[src/rtl/alu_issue_pkg.sv]
// Shared constants for the ALU issue stage: ALU opcodes and operand-select encodings.
package cpu_consts;

    localparam logic [3:0] OP_ADD  = 4'd0;
    localparam logic [3:0] OP_SUB  = 4'd1;
    localparam logic [3:0] OP_SLL  = 4'd2;
    localparam logic [3:0] OP_SLT  = 4'd3;
    localparam logic [3:0] OP_SLTU = 4'd4;
    localparam logic [3:0] OP_XOR  = 4'd5;
    localparam logic [3:0] OP_SRL  = 4'd6;
    localparam logic [3:0] OP_SRA  = 4'd7;
    localparam logic [3:0] OP_OR   = 4'd8;
    localparam logic [3:0] OP_AND  = 4'd9;

    typedef enum logic {SEL_RS1 = 1'b0, SEL_PC  = 1'b1} opr_a_sel_e;
    typedef enum logic {SEL_RS2 = 1'b0, SEL_IMM = 1'b1} opr_b_sel_e;

endpackage

[src/rtl/alu_fwd_mux.sv]
// Source operand resolver: x0, EX forward, WB forward, then regfile, in that priority.
// Also flags a hit on an EX result that is not yet available.
module alu_fwd_mux #(
    parameter int XLEN   = 64,
    parameter int REG_AW = 5
) (
    input  logic [REG_AW-1:0] addr_i,
    input  logic [XLEN-1:0]   rf_data_i,
    input  logic              ex_en_i,
    input  logic [REG_AW-1:0] ex_rd_i,
    input  logic [XLEN-1:0]   ex_data_i,
    input  logic              ex_pend_i,
    input  logic              wb_en_i,
    input  logic [REG_AW-1:0] wb_rd_i,
    input  logic [XLEN-1:0]   wb_data_i,
    output logic [XLEN-1:0]   data_o,
    output logic              ex_pend_hit_o
);

    logic nonzero;
    logic ex_hit;
    logic wb_hit;

    assign nonzero       = (addr_i != '0);
    assign ex_hit        = nonzero && ex_en_i && (addr_i == ex_rd_i);
    assign wb_hit        = nonzero && wb_en_i && (addr_i == wb_rd_i);
    assign ex_pend_hit_o = ex_hit && ex_pend_i;

    // NOTE: every path assigns data_o, so no latch is inferred.
    always_comb begin
        if (!nonzero)    data_o = '0;
        else if (ex_hit) data_o = ex_data_i;
        else if (wb_hit) data_o = wb_data_i;
        else             data_o = rf_data_i;
    end

endmodule

[src/rtl/alu_issue.sv]
// Decode-to-execute issue stage: resolves operands, detects load-use hazards and
// holds one registered slot with valid/ready handshakes on both sides.
module alu_issue
    import cpu_consts::*;
#(
    parameter int XLEN   = 64,
    parameter int REG_AW = 5,
    parameter int CNT_W  = 32
) (
    input  logic              clk,
    input  logic              resetn,
    input  logic              dec_valid_i,
    output logic              dec_ready_o,
    input  logic [REG_AW-1:0] rs1_addr_i,
    input  logic [REG_AW-1:0] rs2_addr_i,
    input  logic [XLEN-1:0]   rs1_data_i,
    input  logic [XLEN-1:0]   rs2_data_i,
    input  logic [XLEN-1:0]   pc_i,
    input  logic [XLEN-1:0]   imm_i,
    input  logic              opr_a_sel_i,
    input  logic              opr_b_sel_i,
    input  logic [3:0]        alu_func_i,
    input  logic [REG_AW-1:0] rd_addr_i,
    input  logic              rd_wr_en_i,
    input  logic              ex_fwd_en_i,
    input  logic [REG_AW-1:0] ex_fwd_rd_i,
    input  logic [XLEN-1:0]   ex_fwd_data_i,
    input  logic              ex_fwd_pend_i,
    input  logic              wb_fwd_en_i,
    input  logic [REG_AW-1:0] wb_fwd_rd_i,
    input  logic [XLEN-1:0]   wb_fwd_data_i,
    input  logic              flush_i,
    output logic              ex_valid_o,
    input  logic              ex_ready_i,
    output logic [XLEN-1:0]   opr_a_o,
    output logic [XLEN-1:0]   opr_b_o,
    output logic [3:0]        alu_func_o,
    output logic [REG_AW-1:0] rd_addr_o,
    output logic              rd_wr_en_o,
    output logic [CNT_W-1:0]  stall_cnt_o
);

    logic [XLEN-1:0] rs1_val, rs2_val;
    logic            rs1_pend, rs2_pend;

    alu_fwd_mux #(.XLEN(XLEN), .REG_AW(REG_AW)) u_fwd_rs1 (
        .addr_i(rs1_addr_i), .rf_data_i(rs1_data_i),
        .ex_en_i(ex_fwd_en_i), .ex_rd_i(ex_fwd_rd_i), .ex_data_i(ex_fwd_data_i),
        .ex_pend_i(ex_fwd_pend_i),
        .wb_en_i(wb_fwd_en_i), .wb_rd_i(wb_fwd_rd_i), .wb_data_i(wb_fwd_data_i),
        .data_o(rs1_val), .ex_pend_hit_o(rs1_pend)
    );

    alu_fwd_mux #(.XLEN(XLEN), .REG_AW(REG_AW)) u_fwd_rs2 (
        .addr_i(rs2_addr_i), .rf_data_i(rs2_data_i),
        .ex_en_i(ex_fwd_en_i), .ex_rd_i(ex_fwd_rd_i), .ex_data_i(ex_fwd_data_i),
        .ex_pend_i(ex_fwd_pend_i),
        .wb_en_i(wb_fwd_en_i), .wb_rd_i(wb_fwd_rd_i), .wb_data_i(wb_fwd_data_i),
        .data_o(rs2_val), .ex_pend_hit_o(rs2_pend)
    );

    logic              ex_valid_q,  ex_valid_d;
    logic [XLEN-1:0]   opr_a_q,     opr_a_d;
    logic [XLEN-1:0]   opr_b_q,     opr_b_d;
    logic [3:0]        alu_func_q,  alu_func_d;
    logic [REG_AW-1:0] rd_addr_q,   rd_addr_d;
    logic              rd_wr_en_q,  rd_wr_en_d;
    logic [CNT_W-1:0]  stall_cnt_q, stall_cnt_d;

    logic hazard, slot_free, accept;

    // Only operands actually routed from a register can wait on a pending load.
    assign hazard = ((opr_a_sel_i == SEL_RS1) && rs1_pend) ||
                    ((opr_b_sel_i == SEL_RS2) && rs2_pend);
    assign slot_free   = !ex_valid_q || ex_ready_i;
    assign dec_ready_o = slot_free && !hazard && !flush_i;
    assign accept      = dec_valid_i && dec_ready_o;

    always_comb begin
        ex_valid_d  = ex_valid_q;
        opr_a_d     = opr_a_q;
        opr_b_d     = opr_b_q;
        alu_func_d  = alu_func_q;
        rd_addr_d   = rd_addr_q;
        rd_wr_en_d  = rd_wr_en_q;
        stall_cnt_d = stall_cnt_q;

        if (flush_i) begin
            ex_valid_d = 1'b0;
            rd_wr_en_d = 1'b0;
        end else if (accept) begin
            ex_valid_d = 1'b1;
            opr_a_d    = (opr_a_sel_i == SEL_PC)  ? pc_i  : rs1_val;
            opr_b_d    = (opr_b_sel_i == SEL_IMM) ? imm_i : rs2_val;
            alu_func_d = alu_func_i;
            rd_addr_d  = rd_addr_i;
            rd_wr_en_d = rd_wr_en_i;
        end else if (slot_free) begin
            ex_valid_d = 1'b0;
        end

        if (dec_valid_i && !dec_ready_o && !flush_i && (stall_cnt_q != '1))
            stall_cnt_d = stall_cnt_q + 1'b1;
    end

    // NOTE: state registers use non-blocking assignment so every flop samples pre-edge values.
    always_ff @(posedge clk or negedge resetn) begin
        if (!resetn) begin
            ex_valid_q  <= 1'b0;
            opr_a_q     <= '0;
            opr_b_q     <= '0;
            alu_func_q  <= OP_ADD;
            rd_addr_q   <= '0;
            rd_wr_en_q  <= 1'b0;
            stall_cnt_q <= '0;
        end else begin
            ex_valid_q  <= ex_valid_d;
            opr_a_q     <= opr_a_d;
            opr_b_q     <= opr_b_d;
            alu_func_q  <= alu_func_d;
            rd_addr_q   <= rd_addr_d;
            rd_wr_en_q  <= rd_wr_en_d;
            stall_cnt_q <= stall_cnt_d;
        end
    end

    assign ex_valid_o  = ex_valid_q;
    assign opr_a_o     = opr_a_q;
    assign opr_b_o     = opr_b_q;
    assign alu_func_o  = alu_func_q;
    assign rd_addr_o   = rd_addr_q;
    assign rd_wr_en_o  = rd_wr_en_q;
    assign stall_cnt_o = stall_cnt_q;

endmodule

[config.mk]
export PLATFORM = sky130hd
export DESIGN_NAME = alu_issue
export DESIGN_NICKNAME = d
export VERILOG_FILES = /design/src/rtl/alu_issue_pkg.sv /design/src/rtl/alu_fwd_mux.sv /design/src/rtl/alu_issue.sv
export SDC_FILE = /design/constraint.sdc
export NUM_CORES = 1
export LEC_CHECK = 0
export BUFFER_PORTS_ARGS = -buffer_cell sky130_fd_sc_hd__buf_2
export CAP_MARGIN = 5
export CORE_AREA = 2 2 231 233
export CTS_CLUSTER_DIAMETER = 200
export DETAILED_ROUTE_END_ITERATION = 10
export DIE_AREA = 0 0 233 235
export GPL_TIMING_DRIVEN = 0
export PLACE_DENSITY_LB_ADDON = 0.25
export RECOVER_POWER = 25
export SKIP_LAST_GASP = 1
export SLEW_MARGIN = 20
export SYNTH_ARGS = -nofsm -noshare
export SYNTH_HDL_FRONTEND = slang
export SYNTH_SLANG_ARGS = --single-unit
[constraint.sdc]
create_clock -name clk -period 2.5 [get_ports clk]
set_clock_uncertainty 0.1 [all_clocks]
set_input_delay 0.125 -clock clk [delete_from_list [all_inputs] [get_ports clk]]
set_output_delay 0.125 -clock clk [all_outputs]
set_load 0.01 [all_outputs]
==> flow_summary.json, run 1 <==
{
  "status": "finished, final reports clean",
  "cp-start-kind": "input port",
  "grt_max_degree": 78,
  "antenna_found_initial": 8,
  "ys.flop_type": "dfrtp_1",
  "io_pins": 596,
  "grt_pass1_vias": 15114,
  "io_buffers": 595,
  "yosys.area.top_type_share_pct": 38.9,
  "setup_viol": 0,
  "crit_type": "input port to primary output",
  "tightest_slew_ps": 1260,
  "syn2layout_area_growth_pct": 64.1,
  "syn_inst": 1374,
  "async_flop_share_pct": 100,
  "synth_seq_cells": 171,
  "grt_use_met2_pct": 41.9,
  "fin_cells": 2951,
  "place_hpwl_um": 52100,
  "slew_headroom_pct": 16.1,
  "drc": 0,
  "layout-drive-gt1-share_pct": 32.4,
  "avgSynthCellArea_um2": 8.01,
  "ys_types": 44,
  "fillerInstances": 5643,
  "cpMostUsedCell": "buf_2",
  "firstDrtPassIters": 5,
  "pre_cts_ws_ps": -643,
  "yosys-top-cells-count": "534 x nand2_1, 171 x dfrtp_1, 129 x o21ai_0, 128 x a31oi_1, 128 x o32a_1",
  "grt_util_met1_pct": 30.0,
  "max_clock_freq_ghz": 0.403,
  "drtAntennaViolNets": 0,
  "crit_slowest_cell": "or4_1",
  "crit_arrival_ps": 2260,
  "drt-total-wl_um": 69200,
  "die_x_um": 233,
  "ctsHtreeMaxLevel": 4,
  "r2r-start": "stall_cnt_o[0]$_DFFE_PN0P_",
  "setup_ws_ps": 16.7,
  "cts_tree": "done",
  "multi_input_area_um2": 5980,
  "hp-class": "input port to flip-flop",
  "synth_nets": 1799,
  "min_path_cells": 4,
  "drtIter0Drc": 1006,
  "clkLatencyLatePin_ps": 490,
  "cp.required_ps": 2280,
  "synth.most_common_cell": "nand2_1",
  "path_cells": "buf_2, or4_1, nor2_2, nor4_4, o21ai_2, nand2_1, buf_2, nor2_1, buf_2",
  "leakagePower_nw": 8.25,
  "powerDensity_nw_per_um2": 501,
  "r2r_slack_ps": 120,
  "fp.dieH_um": 235,
  "numCtsBuffers": 17,
  "drt-wirelength-per-cell_um": 23.4,
  "core_area_um2": 52200,
  "totalPowerFinal_w": 0.00904,
  "cp-end-kind": "primary output",
  "drv_cap": 0,
  "grt.busiest_layer": "met2",
  "die_area_um2": 54800,
  "grt_pass1_wl_um": 98700,
  "fin_crit_sh_pct": 99.3,
  "clockBufferDepth": 2,
  "reg2regPathDepth": 6,
  "r2r-end": "stall_cnt_o[29]$_DFFE_PN0P_",
  "drv_slew": 0,
  "via_count": 14734,
  "core.rowCount": 84,
  "fin_nets": 2669,
  "hold_viol": 0,
  "critPathLaunch": "rs2_addr_i[0]",
  "place_inst": 2663,
  "cts_root_buf": "clkbuf_16",
  "clock-sinks": 171,
  "grt_setup_unrepaired": "true",
  "critPathMaxStageDelay_ps": 590,
  "yosys_warnings": 0,
  "hold_start": "rs2_data_i[17]",
  "start_util_pct": 21.1,
  "grt.overflow.total": 0,
  "grt_util_met3_pct": 4.98,
  "holdPathEnd": "opr_b_o[17]$_DFFE_PN0P_",
  "clk_pin_slew_ps": 80,
  "synth_top_cells_by_area": "dfrtp_1 39%, nand2_1 18%, o32a_1 12%",
  "vdd_ir_drop_max_mv": 0.452,
  "grt_usage_pct": 24.7,
  "fin_crit_ps": 2480,
  "place_congestion": 1.00,
  "synth-edff-count": 0,
  "synth_area_um2": 11000,
  "seq_area_frac_synth_pct": 38.9,
  "seqCellArea_um2": 4280,
  "yosysTopAreaCell": "dfrtp_1",
  "critical_path.max_fanout": 10,
  "viasPerCell": 4.99
}
report_power, final:
| part | leakage (nW) | internal, W | switching [W] |
|---|---|---|---|
| Sequential | 2.00 | 0.00319 | 0.000271 |
| Combinational | 5.98 | 0.00133 | 0.00150 |
| Clock | 0.277 | 0.00139 | 0.00137 |
| Total | 8.25 | 0.00590 | 0.00314 |
routing by layer:
metal  up-vias  share of wire, %
li1       6687                 -
met1      7163                41
met2       751                49
met3       129               6.9
met4         4               3.7
met5         -             0.033
how the worst max path moves through the flow:
| stage | endpoint | cells after the start | slack, ps |
|---|---|---|---|
| after floorplan | stall_cnt_o[25]$_DFFE_PN0P_ | 8 | 280 |
| after global placement | opr_b_o[40]$_DFFE_PN0P_ | 1 | -2080 |
| after detailed placement | opr_a_o[5]$_DFFE_PN0P_ | 8 | -640 |
| after CTS | dec_ready_o | 9 | -130 |
| after global routing | dec_ready_o | 9 | -120 |
| final | dec_ready_o | 9 | 20 |
stage by stage:
stage	area, um^2	util [%]	setup TNS (ps)	hold slack (ps)
CTS	18100	34.6	-152	0.487
global route	18000	34.5	-148	35.7
detailed placement	15000	28.6	-46250	-109
finish	18100	34.6	0	32.8
global placement	14800	28.4	-397490	256
floorplan	11000	-	0	-271
state kept, by name (all words and copies together), names as in the netlist:
register,cells
opr_a_o,64
rd_addr_o,5
ex_valid_o,1
alu_func_o,4
stall_cnt_o,32
opr_b_o,64
rd_wr_en_o,1
layout make-up:
class / count / area share (%)
repair buffers: 853 / 30.8
well taps: 688 / 4.77
plain buffers: 125 / 4.38
diodes: 6 / 0.0832
clock inverters: 15 / 0.762
inverters: 1 / 0.0208
multi-input cells: 1075 / 33.2
clock buffers: 17 / 2.36
flip-flops and latches: 171 / 23.7
cells by family (layout without fill, tap and decap cells):
kind of cell,count (synthesis),in the layout,synth area share [%]
flops,171,171,38.9
xor+xnor,51,51,4.06
buf+inv,128,1011,7.13
other cells,0,6,0
mux,11,11,1.13
simple gates,617,617,23.0
fa+ha+maj,1,1,0.114
compound gates,395,395,25.7
worst max-delay path, delay by kind of cell:
kind / cells / cell delay [ps]
compound gates: 1 / 210
buf+inv: 3 / 580
simple gates: 5 / 1330
cells in the final DEF (no fill, tap or decap), types with 4 or more instances in the layout:
cell type / synthesis / routed
xor2_1: 36 / 36
and3_1: 5 / 5
xnor2_1: 15 / 15
o32a_1: 128 / 128
clkbuf_16: 0 / 17
buf_2: 18 / 612
and4_1: 4 / 4
clkinv_2: 0 / 4
o21ai_0: 129 / 129
nor4_1: 14 / 12
nand2_1: 534 / 533
nand3_1: 7 / 7
nor3_1: 10 / 10
buf_6: 35 / 38
dfrtp_1: 171 / 171
nand4_1: 8 / 8
clkbuf_1: 60 / 50
buf_4: 5 / 6
diode_2: 0 / 6
nor2_1: 9 / 7
clkbuf_2: 0 / 11
dlygate4sd3_1: 0 / 250
nor2_2: 2 / 4
inv_6: 0 / 5
buf_1: 9 / 7
mux2_2: 10 / 10
a31oi_1: 128 / 128
timing repair:
item                       in CTS  in global routing
hold buffers                  251                  0
setup endpoints to repair      22                 69
pin swaps                       0                  1
hold endpoints to repair      312                  0
buffers inserted                0                  1
gates cloned                    0                  0
resized for setup               5                 22
Note: power is estimated with default switching activity, not from simulation.
==> run 2, diff against run 1 <==
--- a/config.mk
+++ b/config.mk
@@ -5,14 +5,15 @@
 export SDC_FILE = /design/constraint.sdc
 export NUM_CORES = 1
 export LEC_CHECK = 0
+export ABC_AREA = 1
 export BUFFER_PORTS_ARGS = -buffer_cell sky130_fd_sc_hd__buf_2
 export CAP_MARGIN = 5
-export CORE_AREA = 2 2 231 233
+export CORE_AREA = 2 2 233 235
 export CTS_CLUSTER_DIAMETER = 200
 export DETAILED_ROUTE_END_ITERATION = 10
-export DIE_AREA = 0 0 233 235
+export DIE_AREA = 0 0 235 237
 export GPL_TIMING_DRIVEN = 0
-export PLACE_DENSITY_LB_ADDON = 0.25
+export PLACE_DENSITY_LB_ADDON = 0.08
 export RECOVER_POWER = 25
 export SKIP_LAST_GASP = 1
 export SLEW_MARGIN = 20
==> constraint.sdc (replaced) <==
create_clock -name clk -period 2.5 [get_ports clk]
set_clock_uncertainty 0.1 [all_clocks]
set_input_delay 0.5 -clock clk [delete_from_list [all_inputs] [get_ports clk]]
set_output_delay 0.5 -clock clk [all_outputs]
set_load 0.01 [all_outputs]
==> run 2 against run 1 <==
Sequential power barely moved. Clock power hardly changed. Hold slack improved by 56 ps. Count of clock-buffer cells in the layout rose by 3. Register-to-register slack better by 170 ps. Power is 0.88% lower. Area after synthesis grew 22%. Maximum frequency rose by 4.3%. Combinational power down 2%. Design area down 1.1%. First-iteration DRC count is 21% higher. Non-clock buffer count fell by 233.
==> flow_summary.json, run 2 <==
{
  "synth_top_cells_by_area": "nand2_1 35%, dfrtp_1 32%, nand3_1 16%",
  "yosysTopAreaCell": "nand2_1",
  "crit_arrival_ps": 1780,
  "dpl-instance-area_um2": 17300,
  "layout-drive-gt1-share_pct": 23.6,
  "drt-wirelength-per-cell_um": 20.1,
  "cp.required_ps": 1900,
  "stdcell_area_um2": 17900,
  "place_congestion": 0.925,
  "die_x_um": 235,
  "critPathLaunch": "ex_fwd_rd_i[2]",
  "synth-edff-count": 0,
  "core_area_um2": 53300,
  "avgSynthCellArea_um2": 5.71,
  "drc": 0,
  "r2r-start": "ex_valid_o$_DFFE_PN0P_",
  "slew_headroom_pct": 38.0,
  "synth_nets": 2767,
  "yosys_warnings": 0,
  "leakagePower_nw": 11.1,
  "drv_cap": 0,
  "fin_crit_ps": 2380,
  "place_hpwl_um": 59300,
  "core.rowCount": 85,
  "io_buffers": 595,
  "fillerInstances": 6225,
  "syn_inst": 2342,
  "io_pins": 596,
  "critical_path.max_fanout": 14,
  "ys.flop_type": "dfrtp_1",
  "cts_root_buf": "clkbuf_16",
  "status": "finished, final reports clean",
  "layout_commonest_cell": "nand2_1",
  "syn2layout_area_growth_pct": 33.6,
  "synth_area_um2": 13400,
  "drtAntennaViolNets": 0,
  "grt_pass1_vias": 16938,
  "drtIter0Drc": 1218,
  "setup_viol": 0,
  "seq_area_frac_synth_pct": 32.0,
  "cp-end-kind": "primary output",
  "multi_input_area_um2": 7450,
  "grt_pass1_wl_um": 109000,
  "hp-class": "input port to flip-flop",
  "grt_max_degree": 84,
  "setup_ws_ps": 119,
  "grt_usage_pct": 26.3,
  "layout_common_cells": "1237 x nand2_1, 619 x buf_2, 429 x nand3_1, 232 x inv_1, 171 x dfrtp_1",
  "pre_cts_ws_ps": -420,
  "clk_pin_slew_ps": 70,
  "fin_nets": 3386,
  "antenna_found_initial": 34,
  "drv_slew": 0,
  "ys_types": 21,
  "cp-start-kind": "input port",
  "clkLatencyLatePin_ps": 500,
  "firstDrtPassIters": 5,
  "clock-sinks": 171,
  "yosys.area.top_type_share_pct": 34.8,
  "totalPowerFinal_w": 0.00896,
  "drt-total-wl_um": 74200,
  "cts_tree": "done",
  "fin_setup_tns_ps": 0,
  "whs_ps": 88.9,
  "vdd_ir_drop_max_mv": 0.576,
  "hold_start": "rd_addr_i[4]",
  "synth_seq_cells": 171,
  "fin_crit_sh_pct": 95.2,
  "tightest_slew_ps": 931,
  "grt_setup_unrepaired": "true",
  "hold_viol": 0,
  "numCtsBuffers": 17,
  "via_count": 17083,
  "crit_type": "input port to primary output",
  "ctsHtreeMaxLevel": 4,
  "yosys-top-cells-count": "1239 x nand2_1, 429 x nand3_1, 232 x inv_1, 171 x dfrtp_1, 65 x buf_2",
  "die_area_um2": 55700,
  "powerDensity_nw_per_um2": 502,
  "viasPerCell": 4.63,
  "async_flop_share_pct": 100,
  "seqCellArea_um2": 4280,
  "clockBufferDepth": 2,
  "synth.most_common_cell": "nand2_1",
  "start_util_pct": 25.1,
  "fp.dieH_um": 237,
  "max_clock_freq_ghz": 0.420,
  "grt.overflow.total": 0
}
-- run 2: cells by family after synthesis --
family,count (synthesis),share of synthesized area [%]
AND/OR/NAND/NOR,1743,53.5
buffers and inverters,391,12.3
flip-flops,171,32.0
XOR/XNOR,28,1.83
AO/OA/AOI/OAI,8,0.300
adder cells (fa/ha/maj),1,0.0936
-- run 2: where the power goes --
group,internal [W],leakage (nW),switching (W)
clock,0.00140,0.264,0.00136
combinational,0.00100,8.68,0.00177
sequential,0.00317,2.19,0.000263
-- run 2: layout make-up --
type                    count  share of cell area [%]
well taps                 696                    4.88
clock inverters            12                   0.638
multi-input cells        1780                    41.7
diodes                     16                   0.224
repair buffers            601                    16.9
clock buffers              20                    2.50
plain buffers             144                    3.99
flip-flops and latches    171                    24.0
inverters                 246                    5.17
-- run 2: worst paths after layout --
path / endpoint / slack [ps] / cells after the start
max in group asynchronous: opr_a_o[38]$_DFFE_PN0P_ / 410 / 4
hold / removal: rd_addr_o[4]$_DFFE_PN0P_ / 90 / 3
setup reg to reg: opr_a_o[35]$_DFFE_PN0P_ / 290 / 8
hold reg to reg: opr_a_o[11]$_DFFE_PN0P_ / 380 / 2
setup / recovery: dec_ready_o / 120 / 10
min in group asynchronous: rd_addr_o[0]$_DFFE_PN0P_ / 570 / 2
-- run 2: per-stage QoR --
| step | instances | utilization, % |
|---|---|---|
| floorplan | 2342 | - |
| global placement | 3633 | 32.3 |
| detailed placement | 3635 | 32.4 |
| CTS | 3667 | 33.5 |
| global route | 3678 | 33.5 |
| finish | 3686 | 33.5 |
-- run 2: critical path, stage by stage --
cell and delay [ps]:
buf_2 120, inv_1 70, nand2_1 50, nand2_1 50, nand2_1 60, nor2_1 230, nand4_1 210, nand3_4 220
inv_1 100, buf_2 150
-- run 2: metal layers --
layer	vias up	part of all wire, %	GRT usage [%]
met5	-	0.35	0
met4	40	2.1	7.83
met3	106	7.5	6.98
met2	621	48	44.4
met1	7889	43	32.7
li1	8427	-	-
-- run 2: what timing repair did --
action	in CTS	in global routing
endpoints found under the hold margin	31	0
setup endpoints to repair	1	8
gates resized for setup	0	3
setup buffers	0	3
hold buffers	1	0
==> run 3, diff against run 2 <==
--- a/config.mk
+++ b/config.mk
@@ -8,15 +8,15 @@
 export ABC_AREA = 1
 export BUFFER_PORTS_ARGS = -buffer_cell sky130_fd_sc_hd__buf_2
 export CAP_MARGIN = 5
-export CORE_AREA = 2 2 233 235
+export CORE_AREA = 2 2 229 231
 export CTS_CLUSTER_DIAMETER = 200
 export DETAILED_ROUTE_END_ITERATION = 10
-export DIE_AREA = 0 0 235 237
-export GPL_TIMING_DRIVEN = 0
+export DIE_AREA = 0 0 231 233
 export PLACE_DENSITY_LB_ADDON = 0.08
 export RECOVER_POWER = 25
 export SKIP_LAST_GASP = 1
 export SLEW_MARGIN = 20
 export SYNTH_ARGS = -nofsm -noshare
 export SYNTH_HDL_FRONTEND = slang
+export SYNTH_HIERARCHICAL = 1
 export SYNTH_SLANG_ARGS = --single-unit
==> run 3 against run 2 <==
The run now ends with max-capacitance violations, max-slew violations left. Power about the same. Combinational power decreased by 5%. Area after synthesis is 2.5% higher. Largest power group unchanged. Maximum frequency rose by 1.7%. Routed wire length fell by 11%. Cell count decreased by 9.8%. Register-to-register slack gained 250 ps.
==> flow_summary.json, run 3 <==
{
  "status": "complete, but fails checks",
  "violations": "max-capacitance violations, max-slew violations",
  "yosysTopAreaCell": "dfrtp_1",
  "fin_nets": 3045,
  "max_clock_freq_ghz": 0.427,
  "core.rowCount": 83,
  "ys_types": 27,
  "seq_area_frac_synth_pct": 31.2,
  "fillerInstances": 5760,
  "layout_common_cells": "593 x buf_2, 535 x nand2_1, 443 x nor2_1, 180 x inv_1, 171 x dfrtp_1",
  "syn2layout_area_growth_pct": 32.8,
  "whs_ps": 144,
  "synth_top_cells_by_area": "dfrtp_1 31%, nand2_1 15%, nor2_1 12%",
  "cp.required_ps": 1900,
  "cp-end-kind": "primary output",
  "drtAntennaViolNets": 0,
  "layout-drive-gt1-share_pct": 27.6,
  "clkLatencyLatePin_ps": 490,
  "cts_tree": "done",
  "clock-sinks": 171,
  "yosys.area.top_type_share_pct": 31.2,
  "fin_crit_ps": 2340,
  "drt-wirelength-per-cell_um": 19.9,
  "slew_headroom_pct": -18.6,
  "layout_commonest_cell": "buf_2",
  "pre_cts_ws_ps": -214,
  "critical_path.max_fanout": 3,
  "cp-start-kind": "input port",
  "tightest_slew_ps": 1780,
  "start_util_pct": 26.8,
  "die_x_um": 231,
  "core_area_um2": 51100,
  "ctsHtreeMaxLevel": 4,
  "die_area_um2": 53800,
  "drt-total-wl_um": 66100,
  "fp.dieH_um": 233,
  "avgSynthCellArea_um2": 6.63,
  "drtIter0Drc": 838,
  "hold_viol": 0,
  "ys.flop_type": "dfrtp_1",
  "synth_seq_cells": 171,
  "synth_area_um2": 13700,
  "io_pins": 596,
  "hp-class": "input port to flip-flop",
  "synth.most_common_cell": "nand2_1",
  "grt_usage_pct": 24.3,
  "vdd_ir_drop_max_mv": 0.472,
  "yosys-top-cells-count": "536 x nand2_1, 445 x nor2_1, 180 x inv_1, 171 x dfrtp_1, 151 x nand3_1",
  "viasPerCell": 4.62,
  "crit_arrival_ps": 1740,
  "fin_setup_tns_ps": 0,
  "fin_crit_sh_pct": 93.6,
  "place_hpwl_um": 50300,
  "via_count": 15374,
  "syn_inst": 2065,
  "grt_max_degree": 85,
  "synth-edff-count": 0,
  "clockBufferDepth": 2,
  "antenna_found_initial": 35,
  "firstDrtPassIters": 7,
  "cts_root_buf": "clkbuf_16",
  "totalPowerFinal_w": 0.00895,
  "powerDensity_nw_per_um2": 492,
  "yosys_warnings": 6,
  "drv_cap": 1,
  "grt_pass1_wl_um": 97100,
  "crit_type": "input port to primary output",
  "leakagePower_nw": 10.5,
  "drc": 0,
  "grt.overflow.total": 0,
  "io_buffers": 595,
  "numCtsBuffers": 17,
  "async_flop_share_pct": 100,
  "grt_pass1_vias": 15169,
  "drv_slew": 56,
  "utilization_pct": 35.6,
  "setup_ws_ps": 159,
  "synth_nets": 2490,
  "setup_viol": 0,
  "place_congestion": 0.877,
  "clk_pin_slew_ps": 70
}
-- run 3: cell count changes after synthesis, sizes merged, moves of 58 or more --
cell,change
o21bai,+128
nor2,+411
inv,-58
nand2,-699
mux2i,+128
nand3,-277
o21ai,+129
-- run 3: what timing repair did --
action                                  CTS  global route
gates resized for setup                   1             3
pin swaps                                 0             1
endpoints found under the hold margin    49             0
endpoints found under the setup margin    1             1
buffers inserted                          0             1
hold buffers                              1             0
-- run 3: final timing paths --
path | from | end | slack [ps] | cells after the start
setup / recovery | rs2_addr_i[0] | dec_ready_o | 160 | 11
hold / removal | alu_func_i[2] | alu_func_o[2]$_DFFE_PN0P_ | 140 | 3
setup reg to reg | stall_cnt_o[1]$_DFFE_PN0P_ | stall_cnt_o[18]$_DFFE_PN0P_ | 540 | 10
hold reg to reg | alu_func_o[2]$_DFFE_PN0P_ | alu_func_o[2]$_DFFE_PN0P_ | 370 | 2
max in group asynchronous | resetn | opr_a_o[53]$_DFFE_PN0P_ | 220 | 3
min in group asynchronous | resetn | opr_b_o[4]$_DFFE_PN0P_ | 910 | 2
-- run 3: stage by stage --
stage,cell area (um^2),cells
after floorplan,13700,2065
after global placement,17600,3279
after detailed placement,17600,3279
after CTS,18200,3312
after global routing,18200,3325
final,18200,3325
-- run 3: worst max-delay path: stages --
cell and delay, ps:
buf_2 110, buf_4 140, xnor2_1 160, nand2_1 90
nor2_2 150, nand2_4 90, nor2_1 110, nand2_1 70
nand3_2 110, nor2_4 60, buf_2 160
-- run 3: cells by family after synthesis --
| family | count (synthesis) | share of synthesized area (%) |
|---|---|---|
| flip-flops | 171 | 31.2 |
| AND/OR/NAND/NOR | 1161 | 34.3 |
| adder cells (fa/ha/maj) | 1 | 0.0913 |
| XOR/XNOR | 19 | 1.22 |
| buffers and inverters | 321 | 11.8 |
| AO/OA/AOI/OAI | 264 | 12.0 |
| multiplexers | 128 | 9.36 |
-- run 3: power breakdown --
part,internal (W),total [W],switching (W)
sequential,0.00317,0.00343,0.000258
clock,0.00151,0.00289,0.00138
combinational,0.00110,0.00263,0.00153
-- run 3: layout make-up --
cell class	count	area [um^2]	area share (%)
Multi-Input combinational cell	1573	7840	43.1
Sequential cell	171	4280	23.5
Timing Repair Buffer	665	3880	21.3
Tap cell	680	851	4.68
Inverter	192	721	3.96
Clock buffer	20	447	2.46
Clock inverter	12	140	0.770
Antenna cell	12	30.0	0.165
-- run 3: routing by layer --
metal | vias to the layer above | global-route usage, % | part of all wire (%)
met5 | - | 0 | 0.39
met3 | 94 | 7.24 | 6.9
met2 | 511 | 42.0 | 49
met1 | 7104 | 29.0 | 42
met4 | 40 | 7.28 | 2.1
li1 | 7625 | - | -
